$ cat src/rtl/tty_hex_tx_if.sv
`default_nettype none
// ============================================================================
// Module   : tty_hex_tx_if
// Brief    : Word-in / character-out handshake bundle for tty_hex_tx.
// Revision : 1.0 - initial release
// ============================================================================
interface tty_hex_tx_if #(
    parameter int WIDTH = 32
);
    logic             in_valid;
    logic             in_ready;
    logic [WIDTH-1:0] in_data;
    logic             tx_valid;
    logic [7:0]       tx_data;
    logic             tx_ready;

    modport slave (
        input  in_valid, in_data, tx_ready,
        output in_ready, tx_valid, tx_data
    );

    modport master (
        output in_valid, in_data, tx_ready,
        input  in_ready, tx_valid, tx_data
    );
endinterface
`default_nettype wire

$ cat src/rtl/tty_hex_tx.sv
`default_nettype none
// ============================================================================
// Module   : tty_hex_tx
// Brief    : Prints a WIDTH-bit word as "0x" + uppercase hex digits + CR LF,
//            one character per tty_tx frame.
// Revision : 1.0 - initial release
// ============================================================================
module tty_hex_tx #(
    parameter int WIDTH   = 32,
    parameter int PREFIX  = 1,
    parameter int NEWLINE = 1
) (
    input  wire logic   clk,
    input  wire logic   rstb,
    tty_hex_tx_if.slave bus
);

    localparam int NDIG = WIDTH / 4;
    localparam int CW   = (NDIG > 1) ? $clog2(NDIG) : 1;
    localparam logic [CW-1:0] C_LAST = CW'(NDIG - 1);

    localparam logic [2:0] S_IDLE  = 3'd0;
    localparam logic [2:0] S_PFX0  = 3'd1;
    localparam logic [2:0] S_PFX1  = 3'd2;
    localparam logic [2:0] S_DIGIT = 3'd3;
    localparam logic [2:0] S_CR    = 3'd4;
    localparam logic [2:0] S_LF    = 3'd5;

    logic [2:0]       r_state;
    logic [2:0]       w_next;
    logic [WIDTH-1:0] r_shift;
    logic [CW-1:0]    r_cnt;
    logic             w_accept;
    logic [3:0]       w_nib;

    assign w_accept = (r_state == S_IDLE) && bus.in_valid;
    assign w_nib    = r_shift[WIDTH-1 -: 4];

    always_ff @(posedge clk or negedge rstb) begin
        if (!rstb) begin
            r_state <= S_IDLE;
        end else begin
            r_state <= w_next;
        end
    end

    always_comb begin
        w_next = r_state;
        case (r_state)
            S_IDLE:  if (w_accept)     w_next = (PREFIX != 0) ? S_PFX0 : S_DIGIT;
            S_PFX0:  if (bus.tx_ready) w_next = S_PFX1;
            S_PFX1:  if (bus.tx_ready) w_next = S_DIGIT;
            S_DIGIT: if (bus.tx_ready && (r_cnt == '0))
                         w_next = (NEWLINE != 0) ? S_CR : S_IDLE;
            S_CR:    if (bus.tx_ready) w_next = S_LF;
            S_LF:    if (bus.tx_ready) w_next = S_IDLE;
            default:                   w_next = S_IDLE;
        endcase
    end

    // The counter holds at zero on the last digit so it can never wrap.
    always_ff @(posedge clk or negedge rstb) begin
        if (!rstb) begin
            r_shift <= '0;
            r_cnt   <= '0;
        end else if (w_accept) begin
            r_shift <= bus.in_data;
            r_cnt   <= C_LAST;
        end else if ((r_state == S_DIGIT) && bus.tx_ready) begin
            r_shift <= r_shift << 4;
            if (r_cnt != '0) begin
                r_cnt <= r_cnt - 1'b1;
            end
        end
    end

    // Valid is masked during the ack cycle so tty_tx cannot restart on the old byte.
    always_comb begin
        bus.in_ready = (r_state == S_IDLE);
        bus.tx_valid = (r_state != S_IDLE) && !bus.tx_ready;
        case (r_state)
            S_PFX0:  bus.tx_data = 8'h30;
            S_PFX1:  bus.tx_data = 8'h78;
            S_DIGIT: bus.tx_data = (w_nib < 4'd10) ? (8'h30 + {4'h0, w_nib})
                                                   : (8'h37 + {4'h0, w_nib});
            S_CR:    bus.tx_data = 8'h0D;
            S_LF:    bus.tx_data = 8'h0A;
            default: bus.tx_data = 8'h00;
        endcase
    end

endmodule
`default_nettype wire
$ cat src/flat_wrapper.sv
// flat-port wrapper written by rule: the top's interface ports become plain ports
module tty_hex_tx_flat 
#(
    parameter int WIDTH   = 32,
    parameter int PREFIX  = 1,
    parameter int NEWLINE = 1
)
  (clk, rstb, bus_in_valid, bus_in_data, bus_tx_ready, bus_in_ready, bus_tx_valid, bus_tx_data);
  tty_hex_tx_if #(.WIDTH(WIDTH)) bus_i ();
  input  wire logic clk;
  input  wire logic rstb;
  input wire logic [$bits(bus_i.in_valid)-1:0] bus_in_valid;
  input wire logic [$bits(bus_i.in_data)-1:0] bus_in_data;
  input wire logic [$bits(bus_i.tx_ready)-1:0] bus_tx_ready;
  output wire logic [$bits(bus_i.in_ready)-1:0] bus_in_ready;
  output wire logic [$bits(bus_i.tx_valid)-1:0] bus_tx_valid;
  output wire logic [$bits(bus_i.tx_data)-1:0] bus_tx_data;
  assign bus_i.in_valid = bus_in_valid;
  assign bus_i.in_data = bus_in_data;
  assign bus_i.tx_ready = bus_tx_ready;
  assign bus_in_ready = bus_i.in_ready;
  assign bus_tx_valid = bus_i.tx_valid;
  assign bus_tx_data = bus_i.tx_data;
  tty_hex_tx #(.WIDTH(WIDTH), .PREFIX(PREFIX), .NEWLINE(NEWLINE)) u_core (.clk(clk), .rstb(rstb), .bus(bus_i));
endmodule
$ cat config.mk
export PLATFORM = sky130hd
export DESIGN_NAME = tty_hex_tx_flat
export DESIGN_NICKNAME = d
export VERILOG_FILES = /design/src/rtl/tty_hex_tx_if.sv /design/src/rtl/tty_hex_tx.sv /design/src/flat_wrapper.sv
export SDC_FILE = /design/constraint.sdc
export NUM_CORES = 1
export LEC_CHECK = 0
export BUFFER_PORTS_ARGS = -buffer_cell sky130_fd_sc_hd__buf_4
export CAP_MARGIN = 40
export CELL_PAD_IN_SITES_DETAIL_PLACEMENT = 1
export CELL_PAD_IN_SITES_GLOBAL_PLACEMENT = 1
export CORE_MARGIN = 8
export CORE_UTILIZATION = 47
export CTS_CLUSTER_DIAMETER = 50
export DETAILED_ROUTE_END_ITERATION = 12
export PLACE_DENSITY = 0.87
export RECOVER_POWER = 25
export SYNTH_ARGS = -nofsm -noshare
export SYNTH_HDL_FRONTEND = slang
export SYNTH_SLANG_ARGS = --single-unit
$ cat constraint.sdc
create_clock -name clk -period 5.5 [get_ports clk]
set_clock_uncertainty 0.15 [all_clocks]
set_input_delay 1.1 -clock clk [delete_from_list [all_inputs] [get_ports clk]]
set_output_delay 1.1 -clock clk [all_outputs]
set_load 0.01 [all_outputs]
# --- After elaboration in Yosys (flattened, before gate mapping) ---
# Index checks and enable logic that the tools add are counted.
word_totals:
  regBits: 38
  latch_bits: 0
  ram_bits: 0
  romBits: 0
  in_bits: 36
  out_inout_bits: 10
  wordCells: 45
  memories: 0
op_classes:
  addsub: 3
  n_mul: 0
  div_mod_pow: 0
  n_lt_le_gt_ge: 1
  eq_ne: 11
  n_shift: 0
  n_mux: 14
  bitwise: 0
  n_reduce_logical: 13
op_table:
  columns: ["operator", "count"]
  rows:
  - ["32-bit two-way mux", 2]
  - ["8-bit case mux with 5 select lines", 1]
  - ["3-bit two-way mux", 9]
  - ["3-bit case mux with 6 select lines", 1]
  - ["6-bit by 4-bit adder with 7-bit output, first input constant", 2]
  - ["8-bit two-way mux", 1]
  - ["2-bit != test, second input constant", 4]
  - ["3-bit by 2-bit == test with 1-bit output, second input constant", 2]
  - ["3-bit == test, second input constant", 2]
  - ["3-bit logical NOT", 2]
  - ["6-bit AND reduction", 1]
  - ["3-bit nonzero test", 2]
  - ["1-bit logical AND", 4]
  - ["4-bit < comparator, second input constant", 1]
  - ["2-bit by 1-bit != test with 1-bit output, second input constant", 2]
  - ["2-bit nonzero test", 2]
  - ["3-bit by 1-bit == test with 1-bit output, second input constant", 1]
  - ["3-bit by 1-bit subtractor with 3-bit output, second input constant", 1]
  - ["2-bit AND reduction", 1]
  - ["1-bit logical NOT", 1]

# --- Logic depth before layout (Yosys ltp) ---
# Gate-level depths: netlist (run 1).
logic_depth:
  word_depth: 4
  ltp_mapped: 5

# --- Worst setup path before layout (run 1) ---
# Ideal clock, no wire load.
synth_timing:
  path_type: "reg2out"
  start: "register u_core.r_state[0]"
  end: "output bus_tx_data[0]"
  arrival_ns: 1.366
  required_time_ns: 4.250
  path_slack_ns: 2.884
  stages_incl_launch_ff: 5
  path_buffers: 1
  path_cell_list: "dfrtp_1 > clkbuf_1 > nand2_1 > or2_2 > o21ai_0"
synth_via:
  elab_chain_cells: 2
  elab_cells_between_ends: 6
synth_rtl:
  columns: ["element", "line_no", "source"]
  rows:
  - ["from (decl)", "tty_hex_tx.sv:29", "logic [2:0] r_state;"]
  - ["from (signal assigned)", "tty_hex_tx.sv:43", "r_state <= w_next;"]
  - ["3-bit == test (tied with other cells)", "tty_hex_tx.sv:81", "case (r_state)"]
  - ["8-bit case mux with 5 select lines *", "tty_hex_tx.sv:81", null]
  - ["to (decl)", "flat_wrapper.sv:17", "output wire logic [$bits(bus_i.tx_data)-1:0] bus_tx_data;"]
# Every way passes the cells marked *; elsewhere a longest branch is shown, timed or not.

# --- Worst setup path after layout (run 1) ---
layout_timing:
  start: "register u_core.r_state[2]"
  end: "output bus_tx_data[1]"
# The elaborated chain is that of the path after synthesis.

==> flow_summary.json, run 1 <==
{
  "cts_buffer_depth": 2,
  "worstSetupEndpointType": "output port",
  "critical_path_arrival_ns": 1.77,
  "grt_first_pass_wirelength_um": 9560,
  "yosysMostFrequentCell": "dfrtp_1",
  "io_buffers": 44,
  "vias_per_cell": 5.64,
  "slew_headroom": -0.363,
  "wirelength_um": 5720,
  "setup_viol": 0,
  "area_growth_pct": 20.3,
  "timing.fmax_ghz": 0.331,
  "synth_edf_count": 0,
  "crit_type": "flop to output port",
  "coreArea_um2": 4410,
  "cp-start-kind": "flop",
  "cts.repair.resized": 0,
  "ios": 46,
  "initial_core_util": 0.495,
  "synth_area_leader_cell": "dfrtp_1",
  "cts_hold_buf": 0,
  "synthCells": 170,
  "first_pass_iters": 4,
  "crit_fanout": 14,
  "utilization": 0.595,
  "cp_slowest_cell": "dfrtp_1",
  "reg2reg_setup_slack_ns": 3.18,
  "yosys-top-cells-area": "dfrtp_1 (44%), mux2_2 (15%), mux2_4 (12%)",
  "cts_buffers": 5,
  "dr.first_iter.drc_count": 47,
  "fp.dieW_um": 84.2,
  "status": "finished, violations left",
  "grt_max_degree": 39,
  "cts_tree": "yes",
  "critical_path_required_ns": 4.25,
  "synthArstFlopShare": 1.00,
  "synth-seq-cells": 38,
  "yosysWarnings": 0,
  "ys_seq_area_frac": 0.436,
  "place.gp.congestion": 0.798,
  "antenna_cells": 0,
  "synth_fp_nets": 209,
  "synth_area_per_cell_um2": 12.8,
  "worstPathCellList": "nand2b_1 -> a211o_1 -> a21boi_0 -> buf_4",
  "layout_min_cycle_time_ns": 3.02,
  "nNetsFinal": 253,
  "violations": "capacitance limit, slew limit",
  "antenna_found_initial": 0,
  "drive_gt1_frac": 0.488,
  "slowest_delay_ns": 0.58,
  "hp-class": "flop to flop",
  "multi_input_area_um2": 1120,
  "rows": 24,
  "p_leak_nw": 1.25,
  "ys_types": 41,
  "cts_root_buffer": "clkbuf_8",
  "cts_sinks": 38,
  "finalMaxSlewViolations": 39,
  "synthTopCellsByCount": "dfrtp_1 (38), mux2_2 (30), mux2_4 (17)",
  "power.density_nw_per_um2": 452,
  "vias": 1506,
  "rsz0062_at_grt": "false",
  "drc_errors": 0,
  "die_area_um2": 7080,
  "routedWlPerCell_um": 21.4,
  "grt_pass1_vias": 1818,
  "yosysTopAreaCellShare": 0.436,
  "insertion_delay_ns": 0.29,
  "fillCellCount": 463,
  "post_cts_buffers": 0,
  "grt_overflow": 0,
  "syn-cell-area_um2": 2180,
  "worstMarginPinSlew_ns": 2.04,
  "period_share": 0.550,
  "die_y_um": 84.2,
  "fin_setup_tns_ns": 0,
  "ir_drop_mv": 0.174,
  "dpl.hpwl_um": 4110,
  "synth_ff_type": "dfrtp_1",
  "htreeDepth": 2,
  "cap_violations": 1,
  "cts.reportedPaths.clkPinSlew_ns": 0.09,
  "hold_viol_final": 0,
  "drtAntennaViolNets": 0,
  "grtUsageTotal": 0.167,
  "seq_area_um2": 951
}
==> logic make-up after synthesis <==
kind of cell               synth area share
other                               0.00172
xor gates and xnor gates            0.00401
and+or+nand+nor                      0.0814
adders and majority gates            0.0172
muxes                                 0.313
buffers and inverters                0.0533
DFF                                   0.436
AOI/OAI and AO/OA                    0.0934
==> power breakdown <==
group / leakage (nW) / switching (W) / internal [W]
Combinational: 0.699 / 0.000217 / 0.000281
Sequential: 0.504 / 0.0000870 / 0.000363
Clock: 0.0504 / 0.000105 / 0.000135
Total: 1.25 / 0.000408 / 0.000779
==> per-stage QoR <==
step | cells | setup slack (ns) | cell area (um^2) | hold WS [ns] | total power, W
2_1_floorplan | 170 | 2.88 | 2180 | 0.300 | 0.000801
3_3_place_gp | 258 | 2.37 | 2490 | 0.320 | 0.000882
3_5_place_dp | 259 | 2.63 | 2520 | 0.328 | 0.000949
4_1_cts | 267 | 2.46 | 2630 | 0.349 | 0.00120
5_1_grt | 267 | 2.35 | 2630 | 0.383 | 0.00126
6_report | 267 | 2.48 | 2630 | 0.352 | 0.00119
==> layer usage <==
| layer | wire length (um) | up-vias | track usage |
|---|---|---|---|
| li1 | - | 697 | - |
| met1 | 2190 | 753 | 0.177 |
| met2 | 3150 | 44 | 0.307 |
| met3 | 242 | 12 | 0.0444 |
| met4 | 137 | 0 | 0.0612 |
| met5 | 0 | - | 0 |
==> sequential cells by signal, indices dropped and copies added, names as in the netlist <==
register	flops
u_core.r_shift	32
u_core.r_cnt	3
u_core.r_state	3
==> area by class of cell <==
| type | instances | area share |
|---|---|---|
| sequential | 38 | 0.362 |
| tap | 52 | 0.0248 |
| multi-input combinational | 118 | 0.425 |
| clock inverter | 3 | 0.0172 |
| clock buffer | 5 | 0.0262 |
| inverter | 5 | 0.00715 |
| timing repair buffer | 46 | 0.138 |
==> final timing paths <==
| check | startpoint | endpoint | depth (start not counted) |
|---|---|---|---|
| worst max register to register | u_core.r_state[1]$_DFFE_PN0P_ | u_core.r_shift[22]$_DFFE_PN0P_ | 4 |
| max in group asynchronous | rstb | u_core.r_shift[8]$_DFFE_PN0P_ | 1 |
| worst min register to register | u_core.r_shift[3]$_DFFE_PN0P_ | u_core.r_shift[3]$_DFFE_PN0P_ | 1 |
| worst min-delay path | u_core.r_shift[3]$_DFFE_PN0P_ | u_core.r_shift[3]$_DFFE_PN0P_ | 1 |
| min in group asynchronous | rstb | u_core.r_state[1]$_DFFE_PN0P_ | 1 |
| worst max-delay path | u_core.r_state[2]$_DFFE_PN0P_ | bus_tx_data[1] | 4 |
==> placed cells by master (no fill, tap or decap), drive strengths merged, types with 3 or more instances in the layout <==
master	instances
o21ai	10
clkbuf	6
ha	3
nand2	4
buf	45
nor2	5
inv	5
a21oi	4
dfrtp	38
a22o	4
nand2b	3
mux2i	8
mux2	48
==> critical path, delay by kind of cell (launching register included) <==
kind | cells | cell delay (ns)
DFF | 1 | 0.58
buffers and inverters | 1 | 0.15
AOI/OAI and AO/OA | 2 | 0.47
and+or+nand+nor | 1 | 0.29
Note: power is estimated with default switching activity, not from simulation.
==> run 2: changes to the inputs <==
--- a/config.mk
+++ b/config.mk
@@ -5,15 +5,16 @@
 export SDC_FILE = /design/constraint.sdc
 export NUM_CORES = 1
 export LEC_CHECK = 0
+export ABC_AREA = 1
 export BUFFER_PORTS_ARGS = -buffer_cell sky130_fd_sc_hd__buf_4
 export CAP_MARGIN = 40
 export CELL_PAD_IN_SITES_DETAIL_PLACEMENT = 1
 export CELL_PAD_IN_SITES_GLOBAL_PLACEMENT = 1
 export CORE_MARGIN = 8
-export CORE_UTILIZATION = 47
+export CORE_UTILIZATION = 35
 export CTS_CLUSTER_DIAMETER = 50
 export DETAILED_ROUTE_END_ITERATION = 12
-export PLACE_DENSITY = 0.87
+export PLACE_DENSITY = 0.77
 export RECOVER_POWER = 25
 export SYNTH_ARGS = -nofsm -noshare
 export SYNTH_HDL_FRONTEND = slang
==> constraint.sdc (replaced) <==
create_clock -name clk -period 2.6 [get_ports clk]
set_clock_uncertainty 0.15 [all_clocks]
set_input_delay 0.52 -clock clk [delete_from_list [all_inputs] [get_ports clk]]
set_output_delay 0.52 -clock clk [all_outputs]
set_load 0.01 [all_outputs]
==> flow_summary.json, run 2 <==
{
  "synth_fp_nets": 308,
  "yosys-top-cells-area": "dfrtp_1 (46%), nand2_1 (13%), o21ai_0 (12%)",
  "die_area_um2": 8680,
  "htreeDepth": 2,
  "ys_seq_area_frac": 0.456,
  "cts_buffers": 5,
  "cts.repair.resized": 0,
  "cp_slowest_cell": "dfrtp_1",
  "yosysWarnings": 0,
  "place.gp.congestion": 0.854,
  "slew_headroom": 0.359,
  "yosysMostFrequentCell": "nand2_1",
  "slowest_delay_ns": 0.41,
  "vias_per_cell": 4.94,
  "p_leak_nw": 1.27,
  "layout_min_cycle_time_ns": 2.33,
  "drive_gt1_frac": 0.236,
  "cts_root_buffer": "clkbuf_8",
  "insertion_delay_ns": 0.29,
  "crit_family": "compound AO/OA/AOI/OAI gates",
  "rsz0062_at_grt": "false",
  "crit_fanout": 4,
  "dr.first_iter.drc_count": 65,
  "synth_area_per_cell_um2": 7.75,
  "finalMaxSlewViolations": 0,
  "io_buffers": 44,
  "ir_drop_mv": 0.487,
  "synth_area_leader_cell": "dfrtp_1",
  "critical_path_required_ns": 1.93,
  "ys_types": 28,
  "timing.fmax_ghz": 0.429,
  "worstMarginPinSlew_ns": 0.962,
  "utilization": 0.432,
  "m1WireLength_um": 2360,
  "r2r_end": "u_core.r_shift[17]$_DFFE_PN0P_",
  "status": "complete, no violations",
  "ios": 46,
  "synth_edf_count": 0,
  "top_layer_used": "met4",
  "fin_setup_tns_ns": 0,
  "drc_errors": 0,
  "hp-class": "input pin to asynchronous set/reset pin",
  "synth_ff_type": "dfrtp_1",
  "final_cell_mix": "nand2_1 (72), o21ai_0 (48), buf_4 (45)",
  "dpl.hpwl_um": 3890,
  "reg2reg_setup_slack_ns": 0.57,
  "cts_buffer_depth": 2,
  "drtAntennaViolNets": 0,
  "worstSetupEndpointType": "output port",
  "grt_overflow": 0,
  "cts.reportedPaths.clkPinSlew_ns": 0.07,
  "grt_max_degree": 39,
  "cts_tree": "yes",
  "setup_viol": 0,
  "vias": 1896,
  "cp_num_cells": 6,
  "post_cts_buffers": 0,
  "antenna_cells": 0,
  "period_share": 0.896,
  "initial_core_util": 0.356,
  "worstPathCellList": "o21ai_0 -> inv_1 -> o21ai_0 -> nand2_1 -> nand2_1 -> buf_4",
  "synth-seq-cells": 38,
  "nNetsFinal": 347,
  "met3_length_um": 354,
  "coreArea_um2": 5850,
  "largest_register": "u_core.r_shift",
  "layout_commonest_cell": "nand2_1",
  "first_pass_iters": 4,
  "crit_type": "flop to output port",
  "synthTopCellsByCount": "nand2_1 (72), o21ai_0 (48), dfrtp_1 (38)",
  "top_regs": "u_core.r_shift: 32 flops, u_core.r_cnt: 3 flops, u_core.r_state: 3 flops",
  "cts_sinks": 38,
  "antenna_found_initial": 0,
  "grt_pass1_vias": 1911,
  "yosysTopAreaCellShare": 0.456,
  "syn-cell-area_um2": 2080,
  "cap_violations": 0,
  "wirelength_um": 5350,
  "rr_startpoint": "u_core.r_state[0]$_DFFE_PN0P_",
  "hold_viol_final": 0,
  "grt_first_pass_wirelength_um": 8850,
  "cp-start-kind": "flop",
  "die_y_um": 93.2,
  "critical_path_arrival_ns": 1.66,
  "power.density_nw_per_um2": 1170,
  "grtUsageTotal": 0.127,
  "path_buf_inv": 2,
  "cts_hold_buf": 0,
  "fp.dieW_um": 93.2,
  "wl_met2_um": 2570,
  "area_growth_pct": 21.2,
  "rows": 28,
  "r2r_cells": 8,
  "synthCells": 269,
  "routedWlPerCell_um": 13.9,
  "largest_reg_flops": 32,
  "synthArstFlopShare": 1.00
}
[run 2: how the worst max path moves through the flow]
stage / to / from / slack, ns
after detailed placement: bus_tx_data[4] / u_core.r_shift[30]$_DFFE_PN0P_ / 0.56
final: bus_tx_data[4] / u_core.r_shift[29]$_DFFE_PN0P_ / 0.27
after CTS: bus_tx_data[4] / u_core.r_shift[30]$_DFFE_PN0P_ / 0.22
after floorplan: bus_tx_data[5] / u_core.r_shift[29]$_DFFE_PN0P_ / 0.83
after global placement: bus_tx_data[6] / u_core.r_shift[29]$_DFFE_PN0P_ / 0.59
after global routing: bus_tx_data[4] / u_core.r_shift[29]$_DFFE_PN0P_ / 0.08
[run 2: logic make-up after synthesis]
group,Yosys count,share of synthesized area
adders and majority gates,3,0.0180
AOI/OAI and AO/OA,70,0.181
and+or+nand+nor,113,0.236
buffers and inverters,43,0.103
DFF,38,0.456
xor gates and xnor gates,1,0.00420
other,1,0.00180
[run 2: area by class of cell]
cell class | instances | area (um^2)
Tap cell | 75 | 93.8
Timing Repair Buffer | 46 | 343
Inverter | 29 | 109
Clock buffer | 8 | 110
Sequential cell | 38 | 951
Fill cell | 733 | 3320
Multi-Input combinational cell | 188 | 920
[run 2: stage by stage]
stage	hold slack, ns	area (um^2)	setup WS, ns	total power, W	cells
after global placement	0.308	2420	0.589	0.00246	376
after CTS	0.0558	2530	0.225	0.00302	384
final	0.216	2530	0.269	0.00296	384
after detailed placement	0.314	2420	0.559	0.00253	376
after floorplan	0.0744	2080	0.825	0.00213	269
after global routing	0.286	2530	0.0753	0.00326	384
[run 2: report_power, final]
part           total, W  switching, W  internal (W)
clock          0.000480      0.000212      0.000268
sequential      0.00108      0.000190      0.000893
combinational   0.00140      0.000863      0.000539
[run 2: routing by layer]
layer	vias up	global-route usage
met4	0	0.0483
met3	4	0.0441
met1	913	0.150
li1	935	-
met5	-	0
met2	44	0.206
